$ cat src/rtl/cskip_sched_pkg.sv
// Shared types and helpers for the multi-precision carry-skip scheduler.
// Word width, FSM encoding and an index-width helper that never returns zero.
package cskip_sched_pkg;
  localparam int WORD_W = 32;

  typedef enum logic [1:0] {S_IDLE, S_RUN, S_DONE} state_t;

  function automatic int clog2_min1(input int n);
    return (n <= 1) ? 1 : $clog2(n);
  endfunction
endpackage

$ cat src/rtl/cskip_mp_scheduler_arb.sv
// Round-robin arbiter: one-hot grant searching upward from (last grant + 1).
// Grant is combinational; pointer moves only when advance is asserted.
module rr_arbiter
  import cskip_sched_pkg::*;
#(
  parameter  int NREQ = 2,
  localparam int IW   = clog2_min1(NREQ)
) (
  input  logic            clk,
  input  logic            rst,
  input  logic [NREQ-1:0] req,
  input  logic            enable,
  input  logic            advance,
  output logic [NREQ-1:0] gnt,
  output logic [IW-1:0]   gnt_idx
);
  logic [IW-1:0] ptr;
  logic          found;
  int            idx;

  // Pointer starts at the last index so requester 0 is searched first.
  always_ff @(posedge clk or posedge rst) begin
    if (rst)          ptr <= IW'(NREQ - 1);
    else if (advance) ptr <= gnt_idx;
  end

  always_comb begin
    gnt     = '0;
    gnt_idx = '0;
    found   = 1'b0;
    idx     = 0;
    for (int o = 1; o <= NREQ; o++) begin
      idx = int'(ptr) + o;
      if (idx >= NREQ) idx = idx - NREQ;
      if (enable && !found && req[idx[IW-1:0]]) begin
        found               = 1'b1;
        gnt[idx[IW-1:0]]    = 1'b1;
        gnt_idx             = idx[IW-1:0];
      end
    end
  end
endmodule

$ cat src/rtl/thirty_two_bit_cskip.sv
// 32-bit carry-skip adder: 8 ripple blocks of 4 bits, carry bypasses fully-propagating blocks.
// Purely combinational; no flow control.
module thirty_two_bit_cskip (
  input  logic [31:0] a,
  input  logic [31:0] b,
  input  logic        c0,
  output logic [31:0] s,
  output logic        cout
);
  logic [31:0] p;
  logic [31:0] g;
  logic [8:0]  bc;
  logic        rc;

  assign p = a ^ b;
  assign g = a & b;

  always_comb begin
    s     = '0;
    bc    = '0;
    rc    = 1'b0;
    bc[0] = c0;
    for (int j = 0; j < 8; j++) begin
      rc = bc[j];
      for (int i = 0; i < 4; i++) begin
        s[4*j+i] = p[4*j+i] ^ rc;
        rc       = g[4*j+i] | (p[4*j+i] & rc);
      end
      // A block whose bits all propagate passes its carry-in straight through.
      bc[j+1] = (&p[4*j +: 4]) ? bc[j] : rc;
    end
  end

  assign cout = bc[8];
endmodule

$ cat src/rtl/cskip_mp_scheduler.sv
// Shares one 32-bit carry-skip adder across NREQ requesters; W-bit add done LSW first, WORDS cycles, result held until rsp_ready.
// Optional CSKIP_SCHED_OVF_EN adds rsp_ovf (signed overflow); one idle bubble between operations.
module cskip_mp_scheduler
  import cskip_sched_pkg::*;
#(
  parameter  int NREQ  = 2,
  parameter  int WORDS = 4,
  localparam int W     = WORD_W * WORDS,
  localparam int IW    = clog2_min1(NREQ)
) (
  input  logic              clk,
  input  logic              rst,
  input  logic [NREQ-1:0]   req_valid,
  output logic [NREQ-1:0]   req_ready,
  input  logic [NREQ*W-1:0] req_a,
  input  logic [NREQ*W-1:0] req_b,
  input  logic [NREQ-1:0]   req_cin,
  output logic              rsp_valid,
  input  logic              rsp_ready,
  output logic [IW-1:0]     rsp_id,
  output logic [W-1:0]      rsp_sum,
  output logic              rsp_cout,
`ifdef CSKIP_SCHED_OVF_EN
  output logic              rsp_ovf,
`endif
  output logic              busy
);
  localparam int KW = clog2_min1(WORDS);

  state_t        state_q, state_d;
  logic [NREQ-1:0] gnt;
  logic [IW-1:0] gnt_idx;
  logic          accept;
  logic          last;
  logic [KW-1:0] k;
  logic [W-1:0]  a_q, b_q, sel_a, sel_b;
  logic          cin_q, sel_cin, carry_q;
  logic [WORD_W-1:0] a_w, b_w, s_w;
  logic          c_w, cout_w;

  rr_arbiter #(.NREQ(NREQ)) u_arb (
    .clk     (clk),
    .rst     (rst),
    .req     (req_valid),
    .enable  ((state_q == S_IDLE) && !rst),
    .advance (accept),
    .gnt     (gnt),
    .gnt_idx (gnt_idx)
  );

  assign req_ready = gnt;
  assign accept    = |(req_valid & gnt);
  assign last      = (k == KW'(WORDS - 1));

  always_ff @(posedge clk or posedge rst) begin
    if (rst) state_q <= S_IDLE;
    else     state_q <= state_d;
  end

  always_comb begin
    state_d = state_q;
    case (state_q)
      S_IDLE:  if (accept)    state_d = S_RUN;
      S_RUN:   if (last)      state_d = S_DONE;
      S_DONE:  if (rsp_ready) state_d = S_IDLE;
      default:                state_d = S_IDLE;
    endcase
  end

  always_comb begin
    sel_a   = '0;
    sel_b   = '0;
    sel_cin = 1'b0;
    for (int i = 0; i < NREQ; i++) begin
      if (gnt[i]) begin
        sel_a   = req_a[i*W +: W];
        sel_b   = req_b[i*W +: W];
        sel_cin = req_cin[i];
      end
    end
  end

  always_comb begin
    a_w = '0;
    b_w = '0;
    for (int i = 0; i < WORDS; i++) begin
      if (k == KW'(i)) begin
        a_w = a_q[i*WORD_W +: WORD_W];
        b_w = b_q[i*WORD_W +: WORD_W];
      end
    end
    c_w = (k == '0) ? cin_q : carry_q;
  end

  thirty_two_bit_cskip u_add (
    .a    (a_w),
    .b    (b_w),
    .c0   (c_w),
    .s    (s_w),
    .cout (cout_w)
  );

  always_ff @(posedge clk or posedge rst) begin
    if (rst) begin
      a_q      <= '0;
      b_q      <= '0;
      cin_q    <= 1'b0;
      carry_q  <= 1'b0;
      k        <= '0;
      rsp_id   <= '0;
      rsp_sum  <= '0;
      rsp_cout <= 1'b0;
`ifdef CSKIP_SCHED_OVF_EN
      rsp_ovf  <= 1'b0;
`endif
    end else begin
      if (state_q == S_IDLE && accept) begin
        a_q    <= sel_a;
        b_q    <= sel_b;
        cin_q  <= sel_cin;
        rsp_id <= gnt_idx;
        k      <= '0;
      end
      if (state_q == S_RUN) begin
        for (int i = 0; i < WORDS; i++) begin
          if (k == KW'(i)) rsp_sum[i*WORD_W +: WORD_W] <= s_w;
        end
        carry_q <= cout_w;
        if (last) begin
          rsp_cout <= cout_w;
`ifdef CSKIP_SCHED_OVF_EN
          // Carry into the MSB is recovered as a^b^s at bit 31.
          rsp_ovf  <= a_w[WORD_W-1] ^ b_w[WORD_W-1] ^ s_w[WORD_W-1] ^ cout_w;
`endif
        end else begin
          k <= k + KW'(1);
        end
      end
    end
  end

  assign rsp_valid = (state_q == S_DONE);
  assign busy      = (state_q != S_IDLE);
endmodule

$ cat config.mk
export PLATFORM = sky130hd
export DESIGN_NAME = cskip_mp_scheduler
export DESIGN_NICKNAME = d
export VERILOG_FILES = /design/src/rtl/cskip_sched_pkg.sv /design/src/rtl/cskip_mp_scheduler_arb.sv /design/src/rtl/thirty_two_bit_cskip.sv /design/src/rtl/cskip_mp_scheduler.sv
export SDC_FILE = /design/constraint.sdc
export NUM_CORES = 1
export LEC_CHECK = 0
export CORE_AREA = 2 2 251 253
export DETAILED_ROUTE_END_ITERATION = 7
export DIE_AREA = 0 0 253 255
export DONT_BUFFER_PORTS = 1
export SYNTH_ARGS = -nofsm -noshare
export SYNTH_HDL_FRONTEND = slang
export SYNTH_SLANG_ARGS = --single-unit
export TNS_END_PERCENT = 5
$ cat constraint.sdc
create_clock -name clk -period 30 [get_ports clk]
set_input_delay 6 -clock clk [delete_from_list [all_inputs] [get_ports clk]]
set_output_delay 6 -clock clk [all_outputs]
set_load 0.05 [all_outputs]
==> results.md <==
* Average cell area after synthesis at 10.1 µm²
* Die width at 253 µm
* HP Class: reg -> reg
* Worst setup path category: reg -> reg
* Top FF cell, synth: dfrtp_1
* Setup_tns at 0 ns
* CP Launch Type: flip-flop
* Cts bufs inserted at 44
* Maxcap violations at 0
* CTS tree: built
* Pre-CTS setup slack at 11.15 ns
* Achievable frequency at 53.1 MHz
* Crit share post-route at 0.627
* Final-layout fill cell count at 6363
* Maximum VDD drop at 0.0000623 V
* Synth cell types at 35
* Cell Pwr Density at 148 nW/µm²
* H-tree depth at 2
* CORE AREA at 62200 µm²
* Initial Util at 0.307
* WP depth at 55
* Routability congestion estimate at 0.921
* Final #Nets at 2381
* Drt initial violations at 2381
* Status: complete, but fails checks
* Worst R2R Setup Slack at 11.18 ns
* Hold violation count in the final report at 0
* Setup crit start: k[0]$_DFF_PP0_
* Vias per cell at 5.75
* Storage element area at 9840 µm²
* Worst-Skew Late Latency at 0.57 ns
* RR Startpoint: k[0]$_DFF_PP0_
* Vias in the first global route at 14600
* Setup-failing EPs final at 0
* Mapped Nets at 2481
* Worst-path fanout max at 35
* Seq/Total Area, Yosys at 0.515
* Most common cell after layout, fill and taps aside: dfrtp_1
* Via count at 15100
* Final ANT Viol Nets at 0
* CP most frequent cell: fa_1
* Post-CTS Setup Repair Bufs at 0
* R2R Path End: rsp_sum[127]$_DFFE_PP0P_
* Min Tclk post-route at 18.82 ns
* Rows at 92
* GRT overflow at 0
* Layout Area Growth over Synthesis at 10.3%
* GRT Resource Usage Total at 0.223
* CP Data Arrival Time at 19.26 ns
* Die Height at 255 µm
* DRT Pass-1 Iters at 8
* Die area at 64500 µm²
* Clk pin slew, worst setup/hold paths at 0.06 ns
* First-pass GRT wire length at 103000 µm
* Area occupied by multi-input gates at 7620 µm²
* Clock Sinks at 393
* Setup WS post-layout at 11.18 ns
* Synthesized cell area at 19100 µm²
* Worst Clk Skew at 0.0225 ns
* Number of synthesized flops with an enable pin at 0
* Share of cells above drive strength 1 at 0.0554
* Port Buf Inserts at 0
* Mapped Cells at 1894
* Synth Warn # at 0
* Slew of the pin with the lowest slew margin at 1.23 ns
* CP Capture Point: rsp_sum[127]$_DFFE_PP0P_
* Critical Path End Type: flip-flop
* Cell family with most CP delay: adder cells
* I/O Pins at 653
* Root Buffer Master: clkbuf_16
* Reg2Reg Depth at 55
* Clock Tree Buf Depth at 3
* CP max stage cell: ha_2
* Flops & latches, synth at 393
* Final WL at 74900 µm
* Leakage dissipation at 10.3 nW
* Pin count of the biggest net entering global routing at 165
* Failing checks: DRC
* Post-CTS Resized at 0
* Worst Path Buf+Inv at 5
* Fin. max-slew vios at 0
* Unrepaired setup endpoints after global routing: false
* Crit path largest cell delay at 0.65 ns
* Crit path required time at 30.44 ns
* Drt drc at 35
* Initial antenna violation count at 14
* WL/cell at 28.4 µm
* Most frequent cells in the layout: dfrtp_1, inv_1, a222oi_1
* Post-CTS Hold Fix Bufs at 0
* Post-DP HPWL at 59000 µm
* Async S/R FF share, synth at 1.00
* Relative slew slack at 0.179
==> area by class of cell <==
type,count,share of cell area
inverters,265,0.0476
well taps,799,0.0475
clock buffers,58,0.0582
multi-input cells,1070,0.362
repair buffers,20,0.00773
diodes,11,0.00131
clock inverters,16,0.00826
flip-flops and latches,393,0.467
==> layer usage <==
| layer | vias up | share of wire | track usage |
|---|---|---|---|
| met3 | 123 | 0.095 | 0.0655 |
| li1 | 6690 | - | - |
| met5 | - | 0.00035 | 0 |
| met2 | 827 | 0.48 | 0.365 |
| met1 | 7503 | 0.40 | 0.278 |
| met4 | 4 | 0.031 | 0.0850 |
==> how the worst min path moves through the flow <==
stage,cells past startpoint,slack (ns),end,startpoint
floorplan,2,0.46,a_q[64]$_DFFE_PP0P_,a_q[64]$_DFFE_PP0P_
global placement,2,0.48,a_q[65]$_DFFE_PP0P_,a_q[65]$_DFFE_PP0P_
detailed placement,2,0.50,a_q[64]$_DFFE_PP0P_,a_q[64]$_DFFE_PP0P_
CTS,2,0.52,b_q[40]$_DFFE_PP0P_,b_q[40]$_DFFE_PP0P_
global route,2,0.53,a_q[64]$_DFFE_PP0P_,a_q[64]$_DFFE_PP0P_
finish,2,0.52,b_q[29]$_DFFE_PP0P_,b_q[29]$_DFFE_PP0P_
==> cells in the mapped netlist, types with 8 or more instances <==
master    number  area (µm²)
nand2_1      193         724
fa_1          32         641
mux2_1        16         180
buf_1          8        30.0
a21o_1        56         420
clkbuf_1      89         334
o21ai_0      105         526
nand3b_1      65         488
inv_1        265         995
ha_1          36         450
a21oi_1      189         946
o21ai_1       19        95.1
buf_2         69         345
a222oi_1     257        2570
dfrtp_1      392        9810
nor2_1        68         255
==> flip-flops by register name, summed over array words and instances, names as in the netlist, 2 cells and up <==
register	cells
a_q	128
b_q	128
k	2
rsp_sum	128
state_q	2
==> worst min-delay path: stages (launching register included) <==
cell	delay, ns
dfrtp_1	0.34
a222oi_1	0.09
inv_1	0.05
==> power by group <==
group | switching (mW) | internal, mW | total, mW | leakage [nW]
sequential | 0.479 | 0.770 | 1.25 | 4.94
combinational | 0.863 | 0.467 | 1.33 | 4.68
clock | 0.217 | 0.312 | 0.529 | 0.694
total | 1.56 | 1.55 | 3.11 | 10.3
==> per-stage QoR <==
| stage | instances | utilization | power, mW | cell area, µm² | hold WS [ns] |
|---|---|---|---|---|---|
| floorplan | 1894 | - | 2.00 | 19100 | 0.457 |
| finish | 2632 | 0.339 | 3.11 | 21000 | 0.516 |
| detailed placement | 2547 | 0.316 | 2.61 | 19600 | 0.502 |
| global route | 2632 | 0.339 | 3.32 | 21000 | 0.529 |
| CTS | 2621 | 0.338 | 3.15 | 21000 | 0.516 |
| global placement | 2547 | 0.316 | 2.56 | 19600 | 0.476 |
==> logic make-up after synthesis <==
kind of cell             after synthesis  synth area share
adder cells (fa/ha/maj)               68            0.0572
buffers and inverters                431            0.0893
flip-flops                           393             0.515
AO/OA/AOI/OAI                        632             0.241
AND/OR/NAND/NOR                      351            0.0857
multiplexers                          19            0.0111
Note: power is estimated with default switching activity, not from simulation.
